$ cat src/rtl/pipe_stage_skid.sv
// Pipeline stage register with 2-entry skid buffer: 1-cycle latency, full throughput under backpressure.
// in_ready drops only when the skid entry is occupied; flush squashes both entries into a bubble.
module pipe_stage_skid #(
  parameter int DATA_W     = 143,
  parameter int CTRL_W     = 10,
  parameter int CLEAR_DATA = 1,
  parameter int CNT_W      = 16
) (
  input  logic              clk,
  input  logic              rst,
  input  logic              in_valid,
  output logic              in_ready,
  input  logic [CTRL_W-1:0] in_ctrl,
  input  logic [DATA_W-1:0] in_data,
  input  logic              flush,
  output logic              out_valid,
  input  logic              out_ready,
  output logic [CTRL_W-1:0] out_ctrl,
  output logic [DATA_W-1:0] out_data,
  output logic [CNT_W-1:0]  stall_cnt,
  output logic [CNT_W-1:0]  flush_cnt,
  input  logic              clr_cnt
);

  // Encoding chosen so bit 0 is main-valid and bit 1 is skid-valid, straight from flops.
  typedef enum logic [1:0] {
    EMPTY = 2'b00,
    ONE   = 2'b01,
    FULL  = 2'b11
  } state_t;

  state_t            state, state_nxt;
  logic              load_main, load_skid, pop_skid;
  logic              in_fire, out_fire;
  logic [CTRL_W-1:0] main_ctrl, skid_ctrl;
  logic [DATA_W-1:0] main_data, skid_data;

  assign out_valid = state[0];
  assign in_ready  = ~state[1];
  assign in_fire   = in_valid & in_ready;
  assign out_fire  = out_valid & out_ready;

  always_comb begin
    state_nxt = state;
    load_main = 1'b0;
    load_skid = 1'b0;
    pop_skid  = 1'b0;
    if (flush) begin
      state_nxt = EMPTY;
    end else begin
      case (state)
        EMPTY: begin
          if (in_fire) begin
            load_main = 1'b1;
            state_nxt = ONE;
          end
        end
        ONE: begin
          if (in_fire && out_fire) begin
            load_main = 1'b1;
          end else if (in_fire) begin
            load_skid = 1'b1;
            state_nxt = FULL;
          end else if (out_fire) begin
            state_nxt = EMPTY;
          end
        end
        FULL: begin
          if (out_fire) begin
            pop_skid  = 1'b1;
            state_nxt = ONE;
          end
        end
        default: state_nxt = EMPTY;
      endcase
    end
  end

  always_ff @(posedge clk or negedge rst) begin
    if (!rst) state <= EMPTY;
    else      state <= state_nxt;
  end

  always_ff @(posedge clk or negedge rst) begin
    if (!rst) begin
      main_ctrl <= '0;
      main_data <= '0;
      skid_ctrl <= '0;
      skid_data <= '0;
    end else if (flush) begin
      main_ctrl <= '0;
      skid_ctrl <= '0;
      if (CLEAR_DATA != 0) begin
        main_data <= '0;
        skid_data <= '0;
      end
    end else begin
      if (load_main) begin
        main_ctrl <= in_ctrl;
        main_data <= in_data;
      end else if (pop_skid) begin
        main_ctrl <= skid_ctrl;
        main_data <= skid_data;
      end
      if (load_skid) begin
        skid_ctrl <= in_ctrl;
        skid_data <= in_data;
      end else if (pop_skid) begin
        skid_ctrl <= '0;
        skid_data <= '0;
      end
    end
  end

  // Bubbles never leak stale control; data is masked only when CLEAR_DATA is set.
  assign out_ctrl = out_valid ? main_ctrl : '0;
  assign out_data = ((CLEAR_DATA != 0) && !out_valid) ? '0 : main_data;

  always_ff @(posedge clk or negedge rst) begin
    if (!rst) begin
      stall_cnt <= '0;
      flush_cnt <= '0;
    end else if (clr_cnt) begin
      stall_cnt <= '0;
      flush_cnt <= '0;
    end else begin
      if (in_valid && !in_ready && (stall_cnt != '1)) stall_cnt <= stall_cnt + CNT_W'(1);
      if (flush && (flush_cnt != '1))                 flush_cnt <= flush_cnt + CNT_W'(1);
    end
  end

endmodule

$ cat config.mk
export PLATFORM = sky130hd
export DESIGN_NAME = pipe_stage_skid
export DESIGN_NICKNAME = d
export VERILOG_FILES = /design/src/rtl/pipe_stage_skid.sv
export SDC_FILE = /design/constraint.sdc
export NUM_CORES = 1
export LEC_CHECK = 0
export CORE_MARGIN = 4
export CORE_UTILIZATION = 55
export DETAILED_ROUTE_END_ITERATION = 6
export GPL_ROUTABILITY_DRIVEN = 0
export HOLD_SLACK_MARGIN = 0.02
export PLACE_DENSITY = 0.88
export SYNTH_ARGS = -nofsm -noshare
export SYNTH_HDL_FRONTEND = slang
export SYNTH_SLANG_ARGS = --single-unit
$ cat constraint.sdc
create_clock -name clk -period 7.1 [get_ports clk]
set_input_delay 1.42 -clock clk [delete_from_list [all_inputs] [get_ports clk]]
set_output_delay 1.42 -clock clk [all_outputs]
set_load 0.005 [all_outputs]
==> reports/metrics.csv <==
metric,value,unit
status,finished clean,
worst-path maximum fanout,94,
most frequent cells in the layout,"clkdlybuf4s50_1 (343), dfrtp_1 (339), nor2_1 (175)",
"Setup Fix Bufs, Post-CTS",0,
Vias/cell,6.05,
CTS tree,done,
synth warn,0,
antenna cells,0,
HP Class,reg -> reg,
skew final,15.9,ps
DRC,0,
Async SR Flop Fraction,1.00,
largest net degree at the start of global routing,199,
total clock sinks,340,
global-route usage over all layers,0.277,
Yosys reg bits,340,
post-synth top area share,0.542,
fill cell count,1860,
Setup CP Type,reg -> out,
# IOs,346,
f_max,221,MHz
Post-DP HPWL,27300,µm
Hold Fails Final Rpt,0,
"commonest non-fill, non-tap cell in the layout",clkdlybuf4s50_1,
clock slew at reported path FFs,60,ps
routed len/inst,21.2,µm
multi-input combinational cell area,0.00669,mm²
Cell Pwr Density,294,mW/mm²
Clock Latency Late Sink,510,ps
Crit-path slowest cell,dfrtp_4,
RSZ-0062 raised after global routing,false,
Die Wd,177,µm
Die Y,177,µm
FF/Latch Area,0.00851,mm²
Rows,61,
CTS max path bufs,3,
core area,0.0279,mm²
Hold Buf Count CTS,0,
final worst setup slack,2590,ps
Synth area leader,dfrtp_1,
WP data arrival,3090,ps
Final period util,0.636,
area delta synth->final,31.8,%
Vias,12659,
Peak VDD IR,259,µV
Max Cap Viol,0,
Tmin final,4520,ps
drt total wl,44400,µm
IO Port Bufs,345,
syn avg cell area,11.1,µm²
layout cells sized above 1,0.0543,
Place WS,2720,ps
CP Cell Sequence,"buf_4, and2_1, clkdlybuf4s50_1",
die area,0.0313,mm²
first-pass GRT wire length,71000,µm
initial antenna violation count,1,
cts repair resizes,0,
Worst Max-Slew Pin Slew,1120,ps
Crit path largest cell delay,870,ps
DR iter-0 viols,1258,
DR pass1 iterations,5,
CP startpoint kind,flop,
Cell variety after synth,42,
syn nets,1578,
Setup crit end kind,output port,
Initial Utilization,0.562,
"top cells by area, synth","dfrtp_1 (54%), mux2i_1 (9.9%), a22o_1 (8.5%)",
Overflow after GRT,0,
WHS,506,ps
Pins Over Slew Limit,0,
Slew HR,0.256,
Final setup viols,0,
"setup slack, reg-to-reg",3590,ps
"Cell Area, Synth",0.0157,mm²
Worst Path Required,5680,ps
leakage dissipation,9.86,nW
Post-synth EDFFs,0,
Setup TNS Final,0,ps
register area share after synthesis,0.542,
post-route ant nets,0,
vias in the first global route,13033,
Nets,1849,
Num CTS Buffers,37,
htree depth,2,
ys flop type,dfrtp_1,
Syn Inst Count,1413,
clk root buf,clkbuf_16,
==> sequential cells by signal (all words and copies together), names as in the netlist <==
name / count
main_data: 143
main_ctrl: 10
skid_data: 143
flush_cnt: 16
skid_ctrl: 10
stall_cnt: 16
state: 2
==> cell usage after synthesis (6+ instances only) <==
cell type  count
and2_1       154
or4_1         14
nor2_1       175
nand2_1        9
a211oi_1     155
dfrtp_1      340
mux2i_1      155
a21oi_1       20
nand3_1       11
clkbuf_1      95
buf_1         11
nand4_1       11
nor3_1         6
ha_1           6
buf_2         23
inv_1         10
a22o_1       153
o31ai_1       14
==> cell type report <==
class / instances / area share
clock inverter: 13 / 0.0119
sequential: 340 / 0.412
inverter: 10 / 0.00181
clock buffer: 55 / 0.0540
tap: 378 / 0.0229
timing repair buffer: 361 / 0.175
multi-input combinational: 934 / 0.323
==> final timing paths <==
| check | depth (start not counted) | endpoint | start |
|---|---|---|---|
| hold reg to reg | 1 | skid_data[119] | skid_data[119] |
| setup / recovery | 3 | out_data[111] | state[0] |
| max in group asynchronous | 2 | skid_data[29] | rst |
| min in group asynchronous | 1 | flush_cnt[13] | rst |
| hold / removal | 1 | skid_data[119] | skid_data[119] |
| setup reg to reg | 6 | skid_ctrl[9] | state[0] |
==> cell families (layout without fill, tap and decap cells) <==
| family | count (synthesis) | after routing | share of synthesized area |
|---|---|---|---|
| adders and majority gates | 6 | 6 | 0.00478 |
| muxes | 160 | 160 | 0.102 |
| buffers and inverters | 139 | 439 | 0.0351 |
| and+or+nand+nor | 407 | 407 | 0.134 |
| DFF | 340 | 340 | 0.542 |
| xor gates and xnor gates | 1 | 1 | 0.000558 |
| AOI/OAI and AO/OA | 360 | 360 | 0.181 |
==> per-layer routing <==
layer,vias to the layer above,share of wire,global-route usage
met4,2,0.033,0.0870
li1,5704,-,-
met1,6309,0.41,0.374
met3,97,0.089,0.0761
met2,547,0.47,0.441
met5,-,0.00029,0
==> critical path, delay by kind of cell (launching register included) <==
kind                   cells  cell delay (ps)
buffers and inverters      2             1300
flip-flops                 1              870
AND/OR/NAND/NOR            1              310
==> stage by stage <==
| stage | total power [mW] | instances | utilization | instance area [µm²] |
|---|---|---|---|---|
| after floorplan | 3.27 | 1413 | - | 15700 |
| after global placement | 3.88 | 2023 | 0.692 | 19300 |
| after detailed placement | 3.95 | 2023 | 0.692 | 19300 |
| after CTS | 6.10 | 2091 | 0.740 | 20700 |
| after global routing | 6.36 | 2091 | 0.740 | 20700 |
| final | 6.07 | 2091 | 0.740 | 20700 |
==> where the power goes <==
group          internal [mW]  switching (mW)  total, mW  leakage [nW]
sequential              2.26           0.231       2.49          4.59
combinational          0.690           0.765       1.45          4.60
clock                   1.35           0.784       2.13         0.667
total                   4.29            1.78       6.07          9.86
No activity file was read; power rests on OpenSTA's default activity.
